[config.mk]
export PLATFORM = sky130hd
export DESIGN_NAME = array_17_ctrl
export DESIGN_NICKNAME = d
export VERILOG_FILES = /design/src/rtl/array_17_ctrl.sv
export SDC_FILE = /design/constraint.sdc
export NUM_CORES = 1
export LEC_CHECK = 0
export ABC_AREA = 1
export BUFFER_PORTS_ARGS = -buffer_cell sky130_fd_sc_hd__buf_2
export CAP_MARGIN = 20
export CORE_MARGIN = 3
export CORE_UTILIZATION = 46
export CTS_CLUSTER_DIAMETER = 60
export DETAILED_ROUTE_END_ITERATION = 7
export PLACE_DENSITY = 0.81
export SKIP_LAST_GASP = 1
export SLEW_MARGIN = 20
export SYNTH_ARGS = -nofsm -noshare
export SYNTH_HDL_FRONTEND = slang
export SYNTH_SLANG_ARGS = --single-unit
[constraint.sdc]
create_clock -name clock -period 3.67 [get_ports clock]
set_input_delay 0.367 -clock clock [delete_from_list [all_inputs] [get_ports clock]]
set_output_delay 0.367 -clock clock [all_outputs]
set_load 0.1 [all_outputs]
[src/rtl/array_17_ctrl.sv]
// array_17_ctrl: request arbiter and read-response buffer in front of a
// single-port RW0 array (one access per cycle, one-cycle read latency).
// Optional feature macro: ARRAY_17_CTRL_INIT_EN zero-fills the array after reset.
module array_17_ctrl #(
  parameter int unsigned DEPTH  = 64,
  parameter int unsigned ADDR_W = 6,
  parameter int unsigned DATA_W = 50
) (
  input  logic              clock,
  input  logic              reset_n,
  input  logic              wr_valid,
  output logic              wr_ready,
  input  logic [ADDR_W-1:0] wr_addr,
  input  logic [DATA_W-1:0] wr_data,
  input  logic              rd_valid,
  output logic              rd_ready,
  input  logic [ADDR_W-1:0] rd_addr,
  output logic              rsp_valid,
  input  logic              rsp_ready,
  output logic [DATA_W-1:0] rsp_data,
  output logic              init_done,
  output logic              mem_en,
  output logic              mem_wmode,
  output logic [ADDR_W-1:0] mem_addr,
  output logic [DATA_W-1:0] mem_wdata,
  input  logic [DATA_W-1:0] mem_rdata
);

`ifdef ARRAY_17_CTRL_INIT_EN
  localparam bit INIT_EN = 1'b1;
`else
  localparam bit INIT_EN = 1'b0;
`endif

  localparam logic [ADDR_W-1:0] LAST_ADDR = ADDR_W'(DEPTH - 1);

  logic              init_run_q;
  logic              init_done_q;
  logic [ADDR_W-1:0] init_cnt_q;
  logic              init_busy_c;

  logic [DATA_W-1:0] fifo_q [2];
  logic              fifo_wr_ptr_q;
  logic              fifo_rd_ptr_q;
  logic [1:0]        fifo_cnt_q;
  logic              inflight_q;
  logic              rr_wr_first_q;

  logic [1:0]        credit_c;
  logic              pop_c;
  logic              rd_elig_c;
  logic              rd_go_c;
  logic              wr_go_c;
  logic              conflict_c;

  assign init_busy_c = INIT_EN & init_run_q & ~init_done_q;
  assign init_done   = init_done_q;

  assign rsp_valid = (fifo_cnt_q != 2'd0);
  assign rsp_data  = fifo_q[fifo_rd_ptr_q];
  assign pop_c     = rsp_valid & rsp_ready;

  // Reads reserve a FIFO slot at issue; a same-cycle pop frees one.
  assign credit_c   = fifo_cnt_q + 2'(inflight_q);
  assign rd_elig_c  = init_done_q & ((credit_c < 2'd2) | ((credit_c == 2'd2) & pop_c));
  assign rd_ready   = rd_elig_c & (~wr_valid | ~rr_wr_first_q);
  assign wr_ready   = init_done_q & (~(rd_valid & rd_elig_c) | rr_wr_first_q);
  assign rd_go_c    = rd_valid & rd_ready;
  assign wr_go_c    = wr_valid & wr_ready;
  assign conflict_c = rd_valid & wr_valid & rd_elig_c;

  // Array port mux: init fill, then the granted write or read.
  always_comb begin
    mem_en    = 1'b0;
    mem_wmode = 1'b0;
    mem_addr  = '0;
    mem_wdata = '0;
    if (init_busy_c) begin
      mem_en    = 1'b1;
      mem_wmode = 1'b1;
      mem_addr  = init_cnt_q;
    end else if (wr_go_c) begin
      mem_en    = 1'b1;
      mem_wmode = 1'b1;
      mem_addr  = wr_addr;
      mem_wdata = wr_data;
    end else if (rd_go_c) begin
      mem_en    = 1'b1;
      mem_addr  = rd_addr;
    end
  end

  // Init sequencer: zero-fill walk when enabled, otherwise ready after one edge.
  always_ff @(posedge clock or negedge reset_n) begin
    if (!reset_n) begin
      init_run_q  <= 1'b0;
      init_done_q <= 1'b0;
      init_cnt_q  <= '0;
    end else begin
      init_run_q <= 1'b1;
      if (init_busy_c) begin
        init_cnt_q <= init_cnt_q + ADDR_W'(1);
      end
      if (!INIT_EN || (init_busy_c && (init_cnt_q == LAST_ADDR))) begin
        init_done_q <= 1'b1;
      end
    end
  end

  // In-flight read, response FIFO pointers/occupancy and round-robin pointer.
  always_ff @(posedge clock or negedge reset_n) begin
    if (!reset_n) begin
      inflight_q    <= 1'b0;
      fifo_wr_ptr_q <= 1'b0;
      fifo_rd_ptr_q <= 1'b0;
      fifo_cnt_q    <= 2'd0;
      rr_wr_first_q <= 1'b0;
    end else begin
      inflight_q <= rd_go_c;
      if (inflight_q) begin
        fifo_wr_ptr_q <= ~fifo_wr_ptr_q;
      end
      if (pop_c) begin
        fifo_rd_ptr_q <= ~fifo_rd_ptr_q;
      end
      fifo_cnt_q <= fifo_cnt_q + 2'(inflight_q) - 2'(pop_c);
      if (conflict_c) begin
        rr_wr_first_q <= ~rr_wr_first_q;
      end
    end
  end

  // Capture array read data one cycle after the read was issued.
  always_ff @(posedge clock) begin
    if (inflight_q) begin
      fifo_q[fifo_wr_ptr_q] <= mem_rdata;
    end
  end

endmodule
# Word-level counts from Yosys, hierarchy flattened
# Memory sizes are Yosys's and may differ from the RTL's.
# Cells that the tools add are included.
word_totals:
  reg_bits: 7
  ram_bits: 100
  input_bits: 117
  out_inout_bits: 112
  wordCells: 38
  memories: 1
memory_table:
  columns: ["name", "words", "width", "rd", "rd_clocked_by_memory_dff", "wr", "line", "text"]
  rows:
  - ["fifo_q", 2, 50, 1, 0, 1, "42", "logic [DATA_W-1:0] fifo_q [2];"]
op_classes:
  n_addsub: 2
  order_cmp: 1
  n_eq_ne: 1
  n_mux: 8
  n_bitwise: 18
  n_reduce_logical: 1
op_table:
  columns: ["op", "n"]
  rows:
  - ["$mux W50", 1]
  - ["$mux W6", 2]
  - ["$and A1 B1 Y1", 10]
  - ["$mux W1", 5]
  - ["$not A1 Y1", 5]
  - ["$or A1 B1 Y1", 3]
  - ["$add A2 B1 Y2", 1]
  - ["$eq A2 B2 Y1 const B", 1]
  - ["$lt A2 B2 Y1 const B", 1]
  - ["$reduce_bool A2 Y1", 1]
  - ["$sub A2 B1 Y2", 1]

# Logic depth before layout (Yosys ltp)
# Gate-level depths: netlist of run 1.
logic_depth:
  depth_word: 11
  mapped_depth: 9

# Least setup slack after synthesis of run 1
# Ideal clock, no wire load.
synth_timing:
  path_kind: "register to output"
  from: "reg init_done_q (netlist: init_done)"
  to: "out mem_wdata[35]"
  arrival_time_ns: 2.850
  t_required_ns: 3.303
  slack_ns: 0.453
  stages_incl_launch_ff: 5
  n_path_buf: 2
  cell_sequence: "dfrtp_1 -> buf_2 -> nand3_4 -> buf_6 -> nor2_1"
synth_between:
  elab_chain_len: 7
synth_rtl:
  columns: ["element", "line", "text"]
  rows:
  - ["start, declared", "38", "logic init_done_q;"]
  - ["start signal, assigned", "97", "init_done_q <= 1'b0;"]
  - ["start signal, assigned", "105", "init_done_q <= 1'b1;"]
  - ["$and A1 B1 Y1", "65", "assign rd_elig_c = init_done_q & ((credit_c < 2'd2) | ((credit_c == 2'd2) & pop_c));"]
  - ["$and A1 B1 Y1", "67", "assign wr_ready = init_done_q & (~(rd_valid & rd_elig_c) | rr_wr_first_q);"]
  - ["$not A1 Y1", "67", null]
  - ["$or A1 B1 Y1", "67", null]
  - ["$and A1 B1 Y1 *", "67", null]
  - ["$and A1 B1 Y1 *", "69", "assign wr_go_c = wr_valid & wr_ready;"]
  - ["$mux W50 *", "82", "end else if (wr_go_c) begin"]
  - ["end, declared", "25", "output logic [DATA_W-1:0] mem_wdata,"]
# Mark *: on every way between the ends. The rest lies on a longest branch, timed or not.

# Worst setup path in the final report of run 1
layout_timing:
  from: "reg inflight_q"
  to: "out mem_wdata[7]"
layout_between:
  elab_chain_len: 11
layout_rtl:
  columns: ["element", "line", "text"]
  rows:
  - ["start, declared", "46", "logic inflight_q;"]
  - ["start signal, assigned", "119", "inflight_q <= rd_go_c;"]
  - ["$add A2 B1 Y2 *", "64", "assign credit_c = fifo_cnt_q + 2'(inflight_q);"]
  - ["$eq A2 B2 Y1", "65", null]
  - ["$and A1 B1 Y1", "65", null]
  - ["$or A1 B1 Y1 *", "65", null]
  - ["$and A1 B1 Y1 *", "65", null]
  - ["$and A1 B1 Y1 *", "67", null]
  - ["$not A1 Y1 *", "67", null]
  - ["$or A1 B1 Y1 *", "67", null]
  - ["$and A1 B1 Y1 *", "67", null]
  - ["$and A1 B1 Y1 *", "69", null]
  - ["$mux W50 *", "82", null]
# Marked as above.

==> out/metrics.yaml, run 1 <==
cts:
  clkTransAtPathRegs_ns: 0.12
  cts_sinks: 107
  htree_levels: 3
  cts_tree: "yes"
  clockRootBuffer: "clkbuf_8"
  clock_path_buffers: 2
  cts_buffers: 9
  post_cts_resized: 0
  clock_latency_ns: 0.37
timing:
  clock_skew_ns: 0.0145
  slew_headroom_pct: 39.9
  rsz0062_at_grt: "no"
  layout_min_cycle_time_ns: 3.02
  period_share_pct: 82.3
  slew_viol_final: 0
  tightest_slew_ns: 0.899
  hold_violations: 0
  fmax_ghz: 0.331
  setup_viol: 0
  setup_tns_ns: 0
power_and_ir_drop:
  p_per_area_nw_per_um2: 962
  p_seq_share_pct: 27.1
  finalPower_w: 0.00582
  leakagePower_nw: 3.14
  p_comb_share_pct: 59.5
  power.internal_w: 0.00232
  clkPwrFrac_pct: 13.4
  ir_drop_mv: 0.954
  p_sw_share_pct: 60.1
  p_switching_w: 0.00350
synth:
  ys_ff_latch: 107
  synth_simple_gate_area_share_pct: 21.1
  synth_cells: 433
  synthMuxAreaShare_pct: 0
  synthArstFlopShare_pct: 6.54
  syn_area_per_cell_um2: 10.5
  synth_top_family_by_area: "simple AND/OR/NAND/NOR gates"
  yosys_warnings: 0
  netlist_area_um2: 4540
  synth_cell_types: 21
  synth_xor_area_share_pct: 0.578
  synth_compound_area_share_pct: 0.110
  synthAdderAreaFrac_pct: 0.551
  synth_flop_cell: "edfxtp_1"
  synth-seq-area-share_pct: 69.9
  synth_edf_count: 100
  syn_nets: 552
global_routing:
  grt_use_total_pct: 20.8
  first_global_vias: 3712
  overflow: 0
  grt_pass1_wl_um: 18000
  antenna_found_initial: 5
  grt_max_degree: 53
setup_path:
  path_delay_family: "simple AND/OR/NAND/NOR gates"
  slowest_stage: "buf_2"
  critical_path_class: "reg -> out"
  critical_path_arrival_ns: 2.65
  path_max_fanout: 52
  required_ns: 3.30
  critPathMaxStageDelay_ns: 0.48
  critPathLaunchType: "flop"
  path_cells: "ha_1 > inv_1 > nand3_2 > nand2_2 > nand4_4 > nand3_4 > nor2_1 > buf_2"
  critPathCaptureType: "output port"
  crit_buf_inv: 2
detailed_routing:
  avgViaCountPerCell: 4.66
  top_layer_used: "met4"
  first_pass_iters: 5
  drc: 0
  wl_per_cell_um: 14.8
  wl_met3_um: 1120
  routed_wl_um: 11800
  ant_nets: 0
  wl_met1_um: 4210
  num_vias: 3717
  drt_iter0_markers: 204
  wl_met2_um: 6260
floorplanning:
  die_area_um2: 11100
  core_um2: 9420
  fp-row-count: 35
  die_y_um: 105
  start_util_pct: 48.3
  io_pins: 229
  die_w_um: 105
cells_and_area:
  layout-drive-gt1-share_pct: 38.7
  area_growth_pct: 33.1
  stdcell_count: 798
  layout.nets: 778
run_status:
  status: "complete, no violations"
run:
  maxCapViolCount: 0
place:
  dp_hpwl_um: 8850
  gp_congestion: 0.812
  port_buffers: 228
  dp_cells: 775
worst_hold_path:
  hold_path.class: "in -> reg"
[final timing paths]
check	endpoint	slack, ns	cells past startpoint	from
max reg2reg	fifo_q[0][26]	1.74	3	inflight_q
max	mem_wdata[7]	0.65	8	inflight_q
min	fifo_q[1][36]	0.18	1	mem_rdata[36]
min reg2reg	fifo_wr_ptr_q	0.53	1	inflight_q
min in group asynchronous	inflight_q	0.43	2	reset_n
max in group asynchronous	fifo_rd_ptr_q	3.06	2	reset_n
[per-stage QoR]
step / cell area [µm²] / utilization (%) / worst slack, ns / hold WS, ns
2_1_floorplan: 4540 / - / 0.453 / 0.0714
3_3_place_gp: 5770 / 61.3 / 1.13 / 0.212
3_5_place_dp: 5770 / 61.3 / 1.03 / 0.217
4_1_cts: 6010 / 63.8 / 0.616 / 0.161
5_1_grt: 6050 / 64.3 / 0.447 / 0.150
6_report: 6050 / 64.3 / 0.649 / 0.179
[layer usage]
layer | track usage, % | vias to the layer above
met4 | 9.65 | 0
met5 | 0 | -
met3 | 6.80 | 14
met1 | 22.4 | 1710
met2 | 37.0 | 180
li1 | - | 1813
[cells in the final DEF, fill, tap and decap left out, drive strengths merged, types with 3 or more instances in the layout]
cell / instances
buf: 231
nand2: 168
edfxtp: 100
inv: 65
nor2: 52
clkbuf: 10
nand3: 9
nand4: 7
dfrtp: 7
diode: 5
clkinv: 4
xor2: 3
[timing repair]
item | CTS | global route
hold buffers | 1 | 0
setup buffers | 0 | 0
endpoints found under the hold margin | 7 | 0
[cell type report]
type                    instances  area, µm²
diodes                          5       12.5
clock buffers                   9        124
clock inverters                 7        106
fillers                       727       3370
inverters                      64        241
multi-input cells             244       1030
flip-flops and latches        107       3180
well taps                     129        161
repair buffers                233       1200
[power by group through the flow]
stage | clock network (W) | logic (W) | registers (W)
2_1_floorplan | 0 | 0.00291 | 0.00159
3_3_place_gp | 0 | 0.00343 | 0.00160
3_5_place_dp | 0 | 0.00346 | 0.00160
4_1_cts | 0.000801 | 0.00347 | 0.00158
5_1_grt | 0.000851 | 0.00362 | 0.00159
6_report | 0.000781 | 0.00346 | 0.00157
[Yosys cell counts, drive strengths merged (2+ instances only)]
master	count	share of area (%)
buf	7	1.5
ha	2	0.55
nand4	7	1.3
nand2	168	14
nor2	52	4.3
nand3	9	1.4
edfxtp	100	66
clkbuf	11	0.91
xor2	3	0.58
dfrtp	7	3.9
inv	63	5.2
[kinds of logic (layout without fill, tap and decap cells)]
group / Yosys count / after routing
buf+inv: 82 / 313
compound gates: 1 / 1
xor+xnor: 3 / 3
flops: 107 / 107
simple gates: 237 / 237
fa+ha+maj: 2 / 2
other cells: 1 / 6
[state kept, by name, summed over array words and instances, names as in the netlist]
name and cells:
fifo_cnt_q 2, fifo_q 100, fifo_rd_ptr_q 1, fifo_wr_ptr_q 1, inflight_q 1, init_done 1
rr_wr_first_q 1
(Power assumes the default switching activity.)
==> inputs of run 2 (changes only) <==
Settings changed: ABC_AREA 1 to 0, CORE_UTILIZATION 46 to 41, PLACE_DENSITY 0.81 to 0.77.
Clock period 3.67 ns to 2.46 ns, I/O delays scaled along.
==> out/metrics.yaml, run 2 <==
run_status:
  status: "finished, violations left"
  violations: "setup timing"
floorplanning:
  fp-row-count: 37  # +5.7%
  die_w_um: 109  # +3.8%
  core_um2: 10400  # +10%
  die_area_um2: 12000  # +7.7%
  start_util_pct: 42.2  # -6.0 points
  die_y_um: 109  # +3.8%
  io_pins: 229  # unchanged
timing:
  slew_viol_final: 0  # unchanged
  clock_skew_ns: 0.00461  # -0.00989 ns
  fmax_ghz: 0.389
  layout_min_cycle_time_ns: 2.57
  hold_violations: 0  # unchanged
  period_share_pct: 104
  tightest_slew_ns: 0.520  # -0.379 ns
  setup_viol: 56  # +56
  slew_headroom_pct: 65.3  # +25 points
  rsz0062_at_grt: "yes"
  layout_setup_ws_ns: -0.109  # -0.758 ns
synth:
  ys_ff_latch: 107  # unchanged
  synthTopCellsByCount: "100 x edfxtp_1, 52 x and2_1, 50 x mux2_2"
  synthAdderAreaFrac_pct: 0.571  # +0.021 points
  synth_compound_area_share_pct: 2.37  # +2.3 points
  syn_nets: 372  # -33%
  synth_top_area_share_pct: 68.6  # +2.5 points
  yosys.area.top_type: "edfxtp_1"
  synth_cell_types: 27  # +29%
  netlist_area_um2: 4380  # -3.6%
  synth_edf_count: 100  # unchanged
  synth.most_common_cell: "edfxtp_1"
  synthArstFlopShare_pct: 6.54  # unchanged
  synth_cells: 253  # -42%
  synth_simple_gate_area_share_pct: 8.68  # -12 points
  yosys_warnings: 0  # unchanged
  syn_area_per_cell_um2: 17.3  # +65%
  synth_top_family_by_area: "multiplexers"
  ys_top_cells_by_area: "edfxtp_1 69%, mux2_2 13%, and2_1 7.4%"
  synth_flop_cell: "edfxtp_1"
  synth_xor_area_share_pct: 1.00  # +0.42 points
  synth-seq-area-share_pct: 72.6  # +2.6 points
  synthMuxAreaShare_pct: 12.9  # +13 points
cells_and_area:
  mostFrequentLayoutCell: "buf_2"
  fillers: 752  # +3.4%
  fin_util_pct: 68.0  # +3.7 points
  final_cell_mix: "170 x buf_2, 100 x edfxtp_1, 62 x buf_12, 50 x mux2_2, 28 x and2_2"
  n_antenna_cell: 0  # -5
  fin_area_um2: 7050  # +16%
  layout-drive-gt1-share_pct: 72.4  # +34 points
  reg_top3: "fifo_q: 100 flops, fifo_cnt_q: 2 flops"
  largest_reg_flops: 100  # unchanged
  top_register: "fifo_q"
  layout.nets: 617  # -21%
  area_growth_pct: 60.9
setup_path:
  critical_path_arrival_ns: 2.32  # -0.33 ns
  critical_path_class: "reg -> out"
  crit_buf_inv: 2  # unchanged
  critPathMaxStageDelay_ns: 0.42  # -0.06 ns
  path_delay_family: "compound AO/OA/AOI/OAI gates"
  slowest_stage: "dfrtp_1"
  required_ns: 2.21  # -1.09 ns
  path_max_fanout: 7  # -87%
  critPathLaunchType: "flop"
  critPathCaptureType: "output port"
  path_cells: "ha_4 > and3b_2 > o22ai_2 > o311a_4 > buf_6 > a22o_4 > buf_12"
power_and_ir_drop:
  ir_drop_mv: 0.846  # -11%
  leakagePower_nw: 2.87  # -8.6%
  finalPower_w: 0.00824  # +42%
  p_per_area_nw_per_um2: 1170  # +22%
place:
  gp_congestion: 0.799  # -1.7%
  place_ws_ns: -0.0174  # -1.05 ns
  place_area_um2: 6650  # +15%
  dp_hpwl_um: 8390  # -5.2%
  port_buffers: 228  # unchanged
detailed_routing:
  drc: 0  # unchanged
  routed_wl_um: 11300  # -4.6%
  wl_per_cell_um: 17.6  # +19%
  num_vias: 3008  # -19%
  ant_nets: 0  # unchanged
  avgViaCountPerCell: 4.71  # +1.1%
  first_pass_iters: 6  # +1
  drt_iter0_markers: 125  # -39%
cts:
  clock_latency_ns: 0.35  # -0.02 ns
  clockRootBuffer: "clkbuf_8"
  cts_sinks: 107  # unchanged
  clock_path_buffers: 2  # unchanged
  clkTransAtPathRegs_ns: 0.10  # -0.02 ns
  cts_buffers: 9  # unchanged
  cts_tree: "yes"
  htree_levels: 3  # unchanged
global_routing:
  grt_use_total_pct: 17.9  # -3.0 points
  antenna_found_initial: 0  # -5
  first_global_vias: 3138  # -15%
  grt_max_degree: 52  # -1.9%
  overflow: 0  # unchanged
  grt_pass1_wl_um: 16100  # -11%
run:
  maxCapViolCount: 0  # unchanged
worst_hold_path:
  hold_path.class: "in -> reg"
-- run 2: worst reg2reg max path, cell delays in order, from the launching register on --
cell and delay [ns]:
dfrtp_1 0.42, ha_4 0.29, and3b_2 0.22, buf_4 0.14, o221ai_4 0.26, a211oi_4 0.08
buf_4 0.15, buf_4 0.13
-- run 2: logic make-up (layout without fill, tap and decap cells) --
family | after synthesis | count (layout)
simple gates | 61 | 61
xor+xnor | 5 | 5
fa+ha+maj | 2 | 2
flops | 107 | 107
mux | 50 | 50
buf+inv | 15 | 265
compound gates | 12 | 12
other cells | 1 | 1
-- run 2: final timing paths --
kind / startpoint / endpoint / slack (ns) / cells after the start
max in group asynchronous: reset_n / init_done / 1.99 / 2
worst min-delay path: mem_rdata[40] / fifo_q[1][40] / 0.08 / 1
worst max register to register: fifo_cnt_q[0] / inflight_q / 0.67 / 7
worst max-delay path: inflight_q / mem_addr[5] / -0.11 / 7
worst min register to register: fifo_wr_ptr_q / fifo_wr_ptr_q / 0.54 / 1
min in group asynchronous: reset_n / fifo_rd_ptr_q / 0.29 / 2
-- run 2: final cells by class --
cell class	count	area (µm²)	share of cell area [%]
clock buffer	11	131	1.86
clock inverter	5	36.3	0.515
inverter	3	11.3	0.160
multi-input combinational	131	1300	18.5
sequential	107	3180	45.1
tap	136	170	2.41
timing repair buffer	246	2210	31.4
-- run 2: timing repair --
item                                   in CTS  in global routing
gates cloned                                1                  0
setup buffers                               8                  1
hold buffers                                1                  0
resized for setup                          23                  9
endpoints found under the hold margin       7                  0
pin swaps                                  11                  2
setup endpoints to repair                  59                 59
-- run 2: where the power goes --
part | switching [W] | total [W] | internal [W]
Sequential | 0.0000953 | 0.00235 | 0.00225
Clock | 0.000554 | 0.000928 | 0.000374
Combinational | 0.00370 | 0.00497 | 0.00127
-- run 2: metrics by stage --
| step | TNS (ns) | cells | hold slack (ns) |
|---|---|---|---|
| floorplan | -1.01 | 253 | -0.0496 |
| global placement | 0 | 613 | 0.0934 |
| detailed placement | -0.0174 | 613 | 0.0964 |
| CTS | -6.32 | 638 | 0.0584 |
| global route | -9.38 | 639 | 0.0456 |
| finish | -4.35 | 639 | 0.0789 |
-- run 2: layer usage --
| metal | up-vias | track usage, % | routed length (µm) |
|---|---|---|---|
| li1 | 1421 | - | - |
| met1 | 1482 | 21.0 | 4210 |
| met2 | 92 | 32.4 | 6260 |
| met3 | 13 | 4.35 | 613 |
| met4 | 0 | 5.08 | 180 |
| met5 | - | 0 | 0 |
==> inputs of run 3 (changes only) <==
Settings changed: CORE_UTILIZATION 41 to 45, HOLD_SLACK_MARGIN set to 0.08, PLACE_DENSITY 0.77 to 0.8.
Clock period 2.46 ns to 2.85 ns, I/O delays scaled along.
==> out/metrics.yaml, run 3 (same netlist as run 2, synthesis figures left out) <==
floorplanning:
  fp-row-count: 35  # -5.4%
  die_w_um: 105  # -4.3%
  core_um2: 9370  # -9.6%
  die_area_um2: 11000  # -8.4%
  io_pins: 229  # unchanged
  start_util_pct: 46.7  # +4.5 points
  die_y_um: 105  # -4.3%
place:
  place_ws_ns: 0.413  # +0.430 ns
  dp_hpwl_um: 8480  # +1.0%
  port_buffers: 228  # unchanged
  gp_congestion: 0.901  # +13%
  dp_cells: 602  # -1.8%
setup_path:
  required_ns: 2.57  # +0.36 ns
  critPathLaunchType: "flop"
  path_delay_family: "compound AO/OA/AOI/OAI gates"
  worstSetupEndpoint: "mem_addr[3]"
  path_max_fanout: 58  # +51
  reg2regPathDepth: 4  # -3
  critical_path_class: "reg -> out"
  rrSetupSlack_ns: 1.11  # +0.44 ns
  path_cells: "ha_1 > and3b_1 > o22ai_1 > o311a_1 > buf_12 > a22o_1 > buf_12"
  slowest_stage: "dfrtp_1"
  critPathCaptureType: "output port"
  critPathMaxStageDelay_ns: 0.42  # about the same
  timing.rr.end: "inflight_q"
  r2r_start: "inflight_q"
  crit_buf_inv: 2  # unchanged
  critical_path_arrival_ns: 2.50  # +0.18 ns
  critPathLaunch: "inflight_q"
  path_common_cell: "buf_12"
  cp.depth: 7  # unchanged
detailed_routing:
  wl_met3_um: 915  # +49%
  routed_wl_um: 10900  # -3.1%
  num_vias: 2957  # -1.7%
  avgViaCountPerCell: 4.77  # +1.3%
  ant_nets: 0  # unchanged
  wl_met2_um: 5690  # -9.1%
  first_pass_iters: 4  # -2
  top_layer_used: "met5"
  drc: 0  # unchanged
  drt_iter0_markers: 129  # +3.2%
  wl_met1_um: 4070  # -3.5%
  wl_per_cell_um: 17.6  # about the same
power_and_ir_drop:
  leakagePower_nw: 2.75  # -4.4%
  p_per_area_nw_per_um2: 1030  # -12%
  finalPower_w: 0.00702  # -15%
  ir_drop_mv: 0.728  # -14%
cts:
  clockRootBuffer: "clkbuf_8"
  htree_levels: 3  # unchanged
  cts_tree: "yes"
  cts_sinks: 107  # unchanged
  clock_path_buffers: 2  # unchanged
  clkTransAtPathRegs_ns: 0.09  # about the same
  cts_buffers: 9  # unchanged
  clock_latency_ns: 0.35  # about the same
timing:
  layout_setup_ws_ns: 0.0665  # +0.176 ns
  fmax_ghz: 0.359
  layout_min_cycle_time_ns: 2.78
  whs_ns: 0.110  # +0.0315 ns
  slew_headroom_pct: 57.2  # -8.1 points
  tightest_slew_ns: 0.642  # +0.122 ns
  hold_violations: 0  # unchanged
  setup_viol: 0  # -100%
  clock_skew_ns: 0.00602  # +0.00142 ns
  slew_viol_final: 0  # unchanged
  period_share_pct: 97.7
global_routing:
  antenna_found_initial: 1  # +1
  first_global_vias: 3164  # +0.83%
  overflow: 0  # unchanged
  grt_max_degree: 59  # +13%
  grt_pass1_wl_um: 16800  # +4.7%
  grt_use_total_pct: 20.1  # +2.2 points
run:
  maxCapViolCount: 0  # unchanged
cells_and_area:
  largest_reg_flops: 100  # unchanged
  reg_top3: "fifo_q: 100 flops, fifo_cnt_q: 2 flops"
  stdcell_count: 620  # -3.0%
  area_growth_pct: 55.2
  mostFrequentLayoutCell: "buf_2"
  layout.nets: 606  # -1.8%
  n_antenna_cell: 0  # unchanged
  layout-drive-gt1-share_pct: 63.7  # -8.6 points
  final_cell_mix: "170 x buf_2, 100 x edfxtp_1, 61 x buf_12, 50 x mux2_2, 42 x and2_1"
  top_register: "fifo_q"
worst_hold_path:
  hold_path.class: "in -> reg"
run_status:
  status: "complete, no violations"
run 3: cell count changes in the layout (fill, tap and decap cells not counted), moves of 2 or more:
cell,before,now
and2_1,15,42
and2_2,28,10
and2_4,9,0
a22o_1,0,6
a22o_4,6,0
buf_4,9,3
buf_6,4,0
inv_6,2,0
run 3: worst min path at each step:
stage,endpoint,cells after the start,from
global route,fifo_q[0][21],1,mem_rdata[21]
detailed placement,init_done,1,reset_n
floorplan,fifo_cnt_q[0],0,reset_n
global placement,init_done,1,reset_n
finish,fifo_q[0][28],1,mem_rdata[28]
CTS,fifo_q[0][21],1,mem_rdata[21]
run 3: layout make-up:
class                           instances  area (µm²)
Clock inverter                          4        52.6
Timing Repair Buffer                  235        2100
Sequential cell                       107        3180
Multi-Input combinational cell        131        1160
Tap cell                              129         161
Clock buffer                           11         131
Inverter                                3        11.3
Fill cell                             648        2570
run 3: stage by stage:
step | setup TNS (ns) | utilization, % | area (µm²)
2_1_floorplan | 0 | - | 4400
3_3_place_gp | 0 | 70.0 | 6560
3_5_place_dp | 0 | 70.0 | 6560
4_1_cts | 0 | 72.1 | 6760
5_1_grt | -0.222 | 72.5 | 6800
6_report | 0 | 72.5 | 6800
run 3: repair_timing:
| action | 4_1_cts | 5_1_grt |
|---|---|---|
| pin swaps | 0 | 2 |
| gates resized for setup | 1 | 5 |
| setup buffers | 0 | 2 |
| hold buffers | 1 | 0 |
| endpoints found under the setup margin | 1 | 13 |
| endpoints found under the hold margin | 7 | 0 |
run 3: power breakdown:
| group | internal [W] | switching [W] | total [W] |
|---|---|---|---|
| combinational | 0.000975 | 0.00310 | 0.00408 |
| sequential | 0.00194 | 0.000134 | 0.00208 |
| clock | 0.000402 | 0.000465 | 0.000868 |
| total | 0.00332 | 0.00370 | 0.00702 |
run 3: worst reg2reg max path: stages (launching register included):
cell      delay, ns
dfrtp_1        0.42
ha_1           0.32
and3b_1        0.26
o221ai_2       0.17
a211oi_4       0.43
run 3: metal layers:
metal,vias to the layer above,track usage (%)
met5,-,0
met4,2,5.90
met3,25,7.16
met2,139,34.4
met1,1394,23.9
li1,1397,-
